**config.mk**
```make
export PLATFORM = sky130hd
export DESIGN_NAME = fp_div_seq
export DESIGN_NICKNAME = d
export VERILOG_FILES = /design/src/rtl/fp_div_seq.sv
export SDC_FILE = /design/constraint.sdc
export NUM_CORES = 1
export LEC_CHECK = 0
export ABC_AREA = 1
export CAP_MARGIN = 20
export CORE_UTILIZATION = 59
export DETAILED_ROUTE_END_ITERATION = 8
export DONT_BUFFER_PORTS = 1
export GPL_ROUTABILITY_DRIVEN = 0
export GPL_TIMING_DRIVEN = 1
export PLACE_DENSITY = 0.75
export SKIP_CTS_REPAIR_TIMING = 1
export SYNTH_ARGS = -nofsm -noshare
export SYNTH_HDL_FRONTEND = slang
export SYNTH_SLANG_ARGS = --single-unit
```
**constraint.sdc**
```tcl
create_clock -name clk -period 4.3 [get_ports clk]
set_input_delay 0.43 -clock clk [delete_from_list [all_inputs] [get_ports clk]]
set_output_delay 0.43 -clock clk [all_outputs]
set_load 0.01 [all_outputs]
```
**src/rtl/fp_div_seq.sv**
```systemverilog
// -----------------------------------------------------------------------------
// fp_div_seq
//   Sequential single-precision IEEE-754 divider, X3 = X1 / X2, used as the
//   FDIV functional unit behind a reservation station. The quotient mantissa
//   comes from a restoring divider that retires one bit per cycle. The result
//   is truncated (round toward zero), and it never produces a subnormal output.
//
//   Handshake: start is sampled only in IDLE. busy is high in every other
//   state. done is a one-cycle pulse. X3 and tag_out are valid while done is
//   high and hold their values until the next result load.
//
// Ports
//   clk      in   rising-edge clock
//   reset    in   asynchronous, active-high reset
//   start    in   operation request (ignored unless idle)
//   X1       in   [31:0] dividend
//   X2       in   [31:0] divisor
//   tag_in   in   [TAG_W-1:0] reservation-station tag captured with operands
//   busy     out  high whenever the unit is not idle
//   done     out  one-cycle completion pulse
//   X3       out  [31:0] quotient
//   tag_out  out  [TAG_W-1:0] tag belonging to X3
// -----------------------------------------------------------------------------
module fp_div_seq #(
    parameter int TAG_W = 4,
    parameter int QBITS = 25
) (
    input  logic             clk,
    input  logic             reset,
    input  logic             start,
    input  logic [31:0]      X1,
    input  logic [31:0]      X2,
    input  logic [TAG_W-1:0] tag_in,
    output logic             busy,
    output logic             done,
    output logic [31:0]      X3,
    output logic [TAG_W-1:0] tag_out
);

    typedef enum logic [1:0] {
        S_IDLE   = 2'd0,
        S_DIVIDE = 2'd1,
        S_NORM   = 2'd2,
        S_DONE   = 2'd3
    } state_t;

    localparam logic [4:0] LAST_COUNT = 5'(QBITS - 1);

    state_t             r_state;
    state_t             w_next_state;

    logic [25:0]        r_rem;
    logic [23:0]        r_div;
    logic [QBITS-1:0]   r_q;
    logic [4:0]         r_count;
    logic [7:0]         r_e1;
    logic [7:0]         r_e2;
    logic               r_sign;
    logic [TAG_W-1:0]   r_tag;

    // ---------------------------------------------------------------------
    // Operand classification, evaluated on the live inputs in IDLE
    // ---------------------------------------------------------------------
    logic               w_zero1, w_zero2, w_inf1, w_inf2, w_nan1, w_nan2;
    logic               w_special;
    logic [31:0]        w_special_val;

    always_comb begin
        w_zero1 = (X1[30:0] == 31'd0);
        w_zero2 = (X2[30:0] == 31'd0);
        w_inf1  = (X1[30:23] == 8'hFF) && (X1[22:0] == 23'd0);
        w_inf2  = (X2[30:23] == 8'hFF) && (X2[22:0] == 23'd0);
        w_nan1  = (X1[30:23] == 8'hFF) && (X1[22:0] != 23'd0);
        w_nan2  = (X2[30:23] == 8'hFF) && (X2[22:0] != 23'd0);

        w_special     = 1'b1;
        w_special_val = 32'h0000_0000;
        // Priority order matters: 0/0 and Inf/Inf must win over the
        // single-operand rules below them. The sign is never applied here.
        if (w_nan1 || w_nan2 || (w_inf1 && w_inf2) || (w_zero1 && w_zero2)) begin
            w_special_val = 32'h7FFF_FFFF;
        end else if (w_inf1 || w_zero2) begin
            w_special_val = 32'h7F80_0000;
        end else if (w_zero1 || w_inf2) begin
            w_special_val = 32'h0000_0000;
        end else begin
            w_special = 1'b0;
        end
    end

    // ---------------------------------------------------------------------
    // One restoring-division step. After the subtraction the remainder is
    // below the 24-bit divisor, so the shift stays inside 26 bits.
    // ---------------------------------------------------------------------
    logic               w_ge;
    logic [25:0]        w_rem_sub;
    logic [25:0]        w_rem_next;

    always_comb begin
        w_ge       = (r_rem >= {2'b00, r_div});
        w_rem_sub  = w_ge ? (r_rem - {2'b00, r_div}) : r_rem;
        w_rem_next = w_rem_sub << 1;
    end

    // ---------------------------------------------------------------------
    // Normalisation. The quotient lies in [0.5, 2), so at most one bit of
    // left shift is needed. The exponent is signed so that underflow shows
    // up as a value <= 0.
    // ---------------------------------------------------------------------
    logic signed [9:0]  w_exp;
    logic [22:0]        w_mant;
    logic [31:0]        w_norm_val;

    always_comb begin
        w_exp      = $signed({2'b00, r_e1}) - $signed({2'b00, r_e2})
                   + (r_q[QBITS-1] ? 10'sd127 : 10'sd126);
        w_mant     = r_q[QBITS-1] ? r_q[23:1] : r_q[22:0];
        w_norm_val = {r_sign, w_exp[7:0], w_mant};
        if (w_exp >= 10'sd255) begin
            w_norm_val = 32'h7F80_0000;
        end else if (w_exp <= 10'sd0) begin
            w_norm_val = 32'h0000_0000;
        end
    end

    // ---------------------------------------------------------------------
    // FSM
    // ---------------------------------------------------------------------
    always_ff @(posedge clk or posedge reset) begin
        if (reset) begin
            r_state <= S_IDLE;
        end else begin
            r_state <= w_next_state;
        end
    end

    always_comb begin
        w_next_state = r_state;
        busy         = (r_state != S_IDLE);
        done         = (r_state == S_DONE);
        case (r_state)
            S_IDLE: begin
                if (start) begin
                    w_next_state = w_special ? S_DONE : S_DIVIDE;
                end
            end
            S_DIVIDE: begin
                if (r_count == LAST_COUNT) begin
                    w_next_state = S_NORM;
                end
            end
            S_NORM:  w_next_state = S_DONE;
            S_DONE:  w_next_state = S_IDLE;
            default: w_next_state = S_IDLE;
        endcase
    end

    // ---------------------------------------------------------------------
    // Datapath
    // ---------------------------------------------------------------------
    always_ff @(posedge clk or posedge reset) begin
        if (reset) begin
            r_rem   <= '0;
            r_div   <= '0;
            r_q     <= '0;
            r_count <= '0;
            r_e1    <= '0;
            r_e2    <= '0;
            r_sign  <= 1'b0;
            r_tag   <= '0;
            X3      <= '0;
            tag_out <= '0;
        end else begin
            case (r_state)
                S_IDLE: begin
                    if (start) begin
                        r_sign  <= X1[31] ^ X2[31];
                        r_e1    <= X1[30:23];
                        r_e2    <= X2[30:23];
                        r_tag   <= tag_in;
                        // Subnormal inputs are given a hidden 1 as well.
                        r_rem   <= {2'b01, X1[22:0]};
                        r_div   <= {1'b1, X2[22:0]};
                        r_q     <= '0;
                        r_count <= '0;
                        if (w_special) begin
                            X3      <= w_special_val;
                            tag_out <= tag_in;
                        end
                    end
                end
                S_DIVIDE: begin
                    r_q     <= {r_q[QBITS-2:0], w_ge};
                    r_rem   <= w_rem_next;
                    r_count <= r_count + 5'd1;
                end
                S_NORM: begin
                    X3      <= w_norm_val;
                    tag_out <= r_tag;
                end
                default: ;
            endcase
        end
    end

endmodule

```
# Yosys cells after proc, flatten, opt, wreduce, memory -nomap -nowiden
# Index checks and enable logic that the tools add are counted.
# W data, S select, Z words.
# totals
word_cells	79
in_bits	71
regBits	139
output_inout_bits	38
# op_classes
order_cmp	3
addsub	4
n_mux	26
n_eq_ne	9
reduce_logical	25
bitwise	1
# ops
operator	n
$mux W32	4
$pmux W32 S2	1
$logic_not A31 Y1	2
$mux W31	2
$pmux W26 S2	1
$mux W25	2
$pmux W25 S2	1
$logic_not A23 Y1	2
$reduce_bool A23 Y1	2
$ge A26 B24 Y1	1
$mux W26	1
$sub A25 B24 Y25	1
$mux W23	1
$eq A8 B8 Y1 const B	2
$add A9 B8 Y10	1
$ge A10 B9 Y1 const B	1
$le A10 B1 Y1 const B	1
$pmux W5 S2	1
$sub A8 B8 Y9	1
$mux W4	2
$pmux W2 S4	1
$pmux W4 S2	1
$logic_and A1 B1 Y1	6
$mux W2	3
other kinds (13)	27

# Logic depth before layout (Yosys ltp)
# Gate-level depths: netlist of the first run.
# logic_depth
word_depth	9
depth_mapped	20
ltp_nobuf	20

# Worst setup path before layout of the first run
# OpenSTA, ideal clock, no wires.
# synth_path
path_kind	reg2reg
start	register r_e1[0]
end	register X3[11]
t_required_ns	4.222
period_less_slack_ns	2.603
slack_ns	1.697
path_buffers	1
stages_incl_launch_ff	18
arrival_ns	2.525
setup_ns	0.078
cell_sequence	dfrtp_1 inv_1 ha_1 inv_1 fa_1 inv_1 ha_1 inv_1 a21oi_2 nand3_2 nor2_2 nand3_2 nand2_1 nor2_2 a21boi_4 buf_6 nand3_1 a21boi_1
# synth_via
elab_chain_cells	6
word_cells_on_any_way	7
cone_classes	2 x add/sub; 2 x order compare; 3 x mux
# synth_lines
item	line	rtl
from (decl)	56	logic [7:0] r_e1;
from (signal assigned)	178	r_e1 <= X1[30:23];
$sub A8 B8 Y9 *	115	w_exp = $signed({2'b00, r_e1}) - $signed({2'b00, r_e2})
$add A9 B8 Y10 *	116	+ (r_q[QBITS-1] ? 10'sd127 : 10'sd126);
$le A10 B1 Y1	121	end else if (w_exp <= 10'sd0) begin
$mux W32	121	
$mux W32 *	119	if (w_exp >= 10'sd255) begin
$pmux W32 S2 *	174	case (r_state)
to (signal assigned)	187	X3 <= w_special_val;
to (signal assigned)	198	X3 <= w_norm_val;
to (decl)	36	output logic [31:0] X3,
# Mark *: on every way between the ends. The rest lies on a longest branch, timed or not.
# A chain may end at the register's enable or synchronous reset.

# Worst setup path after layout of the first run
# layout_path
start	register r_rem[0]
end	register r_rem[23]
# layout_via
elab_chain_cells	3
word_cells_on_any_way	4
cone_classes	1 x add/sub; 1 x order compare; 2 x mux
# layout_lines
item	line	rtl
from (decl)	52	logic [25:0] r_rem;
from (signal assigned)	182	r_rem <= {2'b01, X1[22:0]};
from (signal assigned)	194	r_rem <= w_rem_next;
$sub A25 B24 Y25 / $ge A26 B24 Y1 (equally long branches)	101, 100	
$mux W25 *	101	w_rem_sub = w_ge ? (r_rem - {2'b00, r_div}) : r_rem;
$pmux W26 S2 *	174	
# Marks and branches as above.

==> results of run 1 <==
worst max-delay path: cells and delay by family, from the launching register on:
kind | cells | cell delay (ns)
AOI/OAI and AO/OA | 4 | 0.86
adders and majority gates | 2 | 0.65
buffers and inverters | 3 | 0.54
DFF | 1 | 0.33
and+or+nand+nor | 4 | 0.79
cell families after synthesis:
kind of cell | after synthesis | synth area share [%]
adders and majority gates | 42 | 5.93
DFF | 139 | 38.2
buffers and inverters | 269 | 11.7
xor gates and xnor gates | 18 | 1.73
AOI/OAI and AO/OA | 262 | 17.0
and+or+nand+nor | 521 | 24.7
muxes | 6 | 0.742
cell type report:
cell class | count | area [um^2]
Clock inverter | 14 | 146
Sequential cell | 139 | 3480
Fill cell | 1345 | 5310
Multi-Input combinational cell | 849 | 4580
Clock buffer | 18 | 439
Tap cell | 188 | 235
Timing Repair Buffer | 12 | 113
Inverter | 224 | 846
routing by layer:
| metal | global-route usage (%) | share of wire (%) |
|---|---|---|
| met5 | 0 | 0 |
| met3 | 6.16 | 5.9 |
| met4 | 8.43 | 1.6 |
| met1 | 38.1 | 46 |
| met2 | 45.2 | 46 |
worst min path at each step:
stage / slack (ns) / cells past startpoint / end
floorplan: 0.43 / 2 / r_div[23]
finish: 0.12 / 2 / r_rem[0]
global placement: 0.46 / 2 / r_div[23]
detailed placement: 0.46 / 2 / r_div[23]
global route: 0.13 / 2 / r_rem[0]
CTS: 0.11 / 2 / r_rem[14]
per-stage QoR:
stage / std cells / hold slack (ns) / utilization (%) / area [um^2] / setup slack (ns)
finish: 1444 / 0.123 / 64.9 / 9830 / 1.01
global route: 1444 / 0.133 / 64.9 / 9830 / 0.708
CTS: 1442 / 0.112 / 64.7 / 9800 / 1.03
detailed placement: 1410 / 0.456 / 60.8 / 9210 / 1.06
global placement: 1410 / 0.456 / 60.8 / 9210 / 1.10
floorplan: 1257 / 0.426 / - / 9110 / 0.145
state kept, by name (all words and copies together), names as in the netlist:
name and flops:
r_state 2, X3 32, r_q 25, r_rem 26
r_div 24, r_e2 8, r_tag 4, r_sign 1
r_e1 8, tag_out 4, r_count 5
placed cells by master, fill, tap and decap left out, types with 6 or more instances in the layout:
| cell | count |
|---|---|
| xor2_1 | 10 |
| nand2_2 | 8 |
| a21boi_0 | 7 |
| inv_1 | 220 |
| xnor2_1 | 8 |
| nor3_1 | 12 |
| o21bai_1 | 7 |
| o211ai_1 | 18 |
| a21oi_1 | 62 |
| o22ai_1 | 25 |
| inv_6 | 8 |
| nor4_1 | 9 |
| nand2_1 | 298 |
| nand4_1 | 15 |
| buf_4 | 10 |
| dfrtp_1 | 139 |
| nand3_2 | 8 |
| a21boi_1 | 24 |
| ha_1 | 40 |
| nand3_1 | 93 |
| mux2_2 | 6 |
| clkbuf_16 | 17 |
| nor2_1 | 67 |
| o21ai_0 | 98 |
==> flow_summary.toml, run 1 <==
[route]
avgRoutedWirePerCell_um = 14.9
num_vias = 8099
vias_per_cell = 5.61
drc = 0
first_pass_iters = 6
totalWireLength_um = 21600
postRouteAntennaNets = 0
drt_iter0_markers = 735

[timing]
finalSetupViolations = 0
fin_crit_sh_pct = 76.6
tns_ns = 0
max_slew_margin_pct = 49.5
fin_skew_ns = 0.0120
rsz0062_at_grt = "no"
fmax_mhz = 304
maxSlewViolCount = 0
hold_violations = 0
fin_crit_ns = 3.29
worst_pin_slew_ns = 0.757

[cells_and_area]
nets = 1356
area_delta_synth_final_pct = 7.92
n_antenna_cell = 0
drive_gt1_share_pct = 6.61

[setup_path]
cp_slowest_cell = "nand3_1"
rr_endpoint = "r_rem[23]"
cp_max_fo = 19
critPathCapture = "r_rem[23]"
required_ns = 4.62
crit_chain = "inv_1 -> ha_1 -> fa_1 -> o21ai_2 -> a21boi_1 -> o21ai_0 -> nand3_1 -> nand3_1 -> inv_1 -> nand2_1 -> nand3_1 -> o21ai_0 -> inv_1"
slowest_delay_ns = 0.47
r2r_setup_slack_ns = 1.01
start_kind = "flop"
startpoint = "r_rem[0]"
criticalPathCategory = "flop to flop"
r2r-start = "r_rem[0]"
arrival_ns = 3.61
reg2reg_depth = 13
end_kind = "flop"

[run_status]
status = "complete, no violations"

[global_routing]
grt_antenna_before_repair = 0
grt-ovfl-total = 0
grt_pass1_wl_um = 35600
grt_max_degree = 113
grt_util_all_layers_pct = 28.1
grt_pass1_vias = 7533

[yosys]
synthMostInstantiatedCell = "nand2_1"
postSynthCellCount = 1257
synthesis.area_mm2 = 0.00911
synthFlopType = "dfrtp_1"
syn_nets = 1370
ys_ff_latch = 139
synth_warnings = 0
seq_area_frac_synth_pct = 38.2
synth_area_leaders = "dfrtp_1 (38%), nand2_1 (12%), inv_1 (9.1%), ha_1 (5.5%), o21ai_0 (5.4%)"
yosys-top-cells-count = "nand2_1 (299), inv_1 (221), dfrtp_1 (139), o21ai_0 (99), nand3_1 (93)"
synth_largest_area_cell = "dfrtp_1"
syn_area_per_cell_um2 = 7.25
synth_top_area_share_pct = 38.2
synthArstFlopShare_pct = 100
synth.distinct_cells = 44
synth_edf_count = 0

[worst_hold_path]
hold_class = "primary input to flop"
hold_path_startpoint = "X1[0]"

[placed_design]
dp_hpwl_um = 15200
io_buffers = 0

[run]
drv_cap = 0

[floorplanning]
row_count = 45
die_h_um = 126
fp.coreArea_mm2 = 0.0151
die_area_mm2 = 0.0159
start_util_pct = 60.2
die_x_um = 126
ios = 109

[clock_network]
cts_max_path_buffers = 2
cts_buffers = 17
cts.sinks = 139
cts_root_buf = "clkbuf_16"
clk_pin_slew_ns = 0.07
insertion_delay_ns = 0.44
cts_tree = "built"
htree_levels = 4
Power of run 1 is left out: the tool's default activity adds up to more than one toggle a clock period on the data nets, which glitch-free logic cannot reach.
==> run 2: changes to the inputs <==
Settings changed: CORE_UTILIZATION 59 to 62.
Clock period 4.3 ns to 3.2 ns, I/O delays scaled along.
==> run 2 against run 1 <==
Sequential cell count did not move. Core utilization rose by 5.7 points. Register-to-register slack got worse by 0.73 ns. Cell area rose by 1.2%. Critical path depth rose by 4. Hold slack got worse by 0.091 ns. Via count rose by 0.17%. Clock-buffer cell count did not move. Clock skew fell by 0.0042 ns. Critical path type unchanged.
==> flow_summary.toml, run 2 (synthesized netlist as in run 1, its figures left out) <==
[run_status]
status = "complete, no violations"

[clock_network]
cts.sinks = 139
cts_root_buf = "clkbuf_16"
htree_levels = 4
clk_pin_slew_ns = 0.06
insertion_delay_ns = 0.42
cts_max_path_buffers = 2
cts_buffers = 17
cts_tree = "built"

[cells_and_area]
largestRegisters = "X3 x32, r_rem x26, r_q x25"
final_common_cell = "nand2_1"
top_register = "X3"
drive_gt1_share_pct = 7.05
area_delta_synth_final_pct = 9.21
n_antenna_cell = 0
largest_register_ffs = 32
final_cell_mix = "nand2_1 (298), inv_1 (220), dfrtp_1 (139)"
nets = 1363

[route]
first_pass_iters = 5
num_vias = 8113
vias_per_cell = 5.62
postRouteAntennaNets = 0
drt_iter0_markers = 598
avgRoutedWirePerCell_um = 15.1
totalWireLength_um = 21800
drc = 0

[global_routing]
grt_max_degree = 73
met3_usage_pct = 6.78
busiest_layer = "met2"
grt_pass1_wl_um = 36100
grt_util_all_layers_pct = 30.7
grt-ovfl-total = 0
grtUsageMet1_pct = 39.9
grt_antenna_before_repair = 0
grt_pass1_vias = 7669
met2_usage_pct = 50.7

[setup_path]
slowest_delay_ns = 0.44
end_kind = "flop"
path_common_cell = "inv_1"
cp_top_family = "adder cells"
path_buf_inv = 5
crit_chain = "inv_1 -> ha_1 -> inv_1 -> fa_1 -> inv_1 -> ha_1 -> inv_1 -> a21oi_2 -> nand3_2 -> nor2_2 -> nand3_2 -> nand2_1 -> nor2_2 -> a21boi_4 -> buf_12 -> nand3_1 -> a21boi_0"
cp_max_fo = 24
cp_slowest_cell = "fa_1"
required_ns = 3.54
arrival_ns = 3.26
criticalPathCategory = "flop to flop"
start_kind = "flop"

[floorplanning]
die_area_mm2 = 0.0152
die_x_um = 123
row_count = 43
fp.coreArea_mm2 = 0.0141
die_h_um = 123
ios = 109
start_util_pct = 64.6

[placed_design]
dp_hpwl_um = 15800
io_buffers = 0

[timing]
hold_violations = 0
tns_ns = 0
finalSetupViolations = 0
maxSlewViolCount = 0
fin_skew_ns = 0.00779
fin_crit_sh_pct = 91.4
hold_ws_ns = 0.0323
worst_pin_slew_ns = 0.730
fmax_mhz = 342
rsz0062_at_grt = "no"
fin_crit_ns = 2.93
max_slew_margin_pct = 51.2

[run]
drv_cap = 0

[worst_hold_path]
hold_class = "primary input to flop"
[run 2: cell types whose count changed in the layout (fill, tap and decap cells not counted), moves of 2 or more]
cell / before / now
buf_4: 10 / 16
inv_6: 8 / 2
bufinv_16: 1 / 5
inv_8: 3 / 0
buf_12: 0 / 2
clkinv_4: 1 / 3
clkinvlp_4: 1 / 3
[run 2: worst paths after layout]
path,slack [ns],cells after the start,from,to
max,0.27,17,r_e1[0],X3[21]
min,0.03,2,X1[14],r_rem[14]
max reg2reg,0.27,17,r_e1[0],X3[21]
min reg2reg,0.48,2,r_div[23],r_div[23]
max in group asynchronous,1.65,4,reset,X3[20]
min in group asynchronous,0.49,2,reset,r_e2[5]
[run 2: layout make-up]
cell class	count	area [um^2]
multi-input cells	849	4580
fillers	1211	4150
flip-flops and latches	139	3480
inverters	224	845
clock buffers	18	429
well taps	180	225
clock inverters	14	219
repair buffers	19	170
[run 2: metrics by stage]
step / instance area [um^2] / worst slack, ns / utilization [%] / cells
3_3_place_gp: 9280 / 0.434 / 65.9 / 1410
4_1_cts: 9930 / 0.273 / 70.5 / 1442
2_1_floorplan: 9110 / 0.597 / - / 1257
5_1_grt: 9950 / 0.0170 / 70.6 / 1443
3_5_place_dp: 9280 / 0.324 / 65.9 / 1410
6_report: 9950 / 0.275 / 70.6 / 1443
[run 2: worst reg2reg max path: stages, from the launching register on]
cell      delay (ns)
dfrtp_1         0.35
inv_1           0.05
ha_1            0.18
inv_1           0.11
fa_1            0.44
inv_1           0.07
ha_1            0.16
inv_1           0.07
a21oi_2         0.17
nand3_2         0.13
nor2_2          0.17
nand3_2         0.12
nand2_1         0.15
nor2_2          0.07
a21boi_4        0.15
buf_12          0.19
nand3_1         0.10
a21boi_0        0.18
[run 2: routing by layer]
metal / up-vias / share of wire [%] / wire length, um
met5: - / 0 / 0
met4: 0 / 2.2 / 485
met3: 36 / 5.7 / 1230
met2: 251 / 47 / 10200
met1: 3763 / 46 / 9930
li1: 4063 / - / -
Power of run 2 is left out for the same reason.
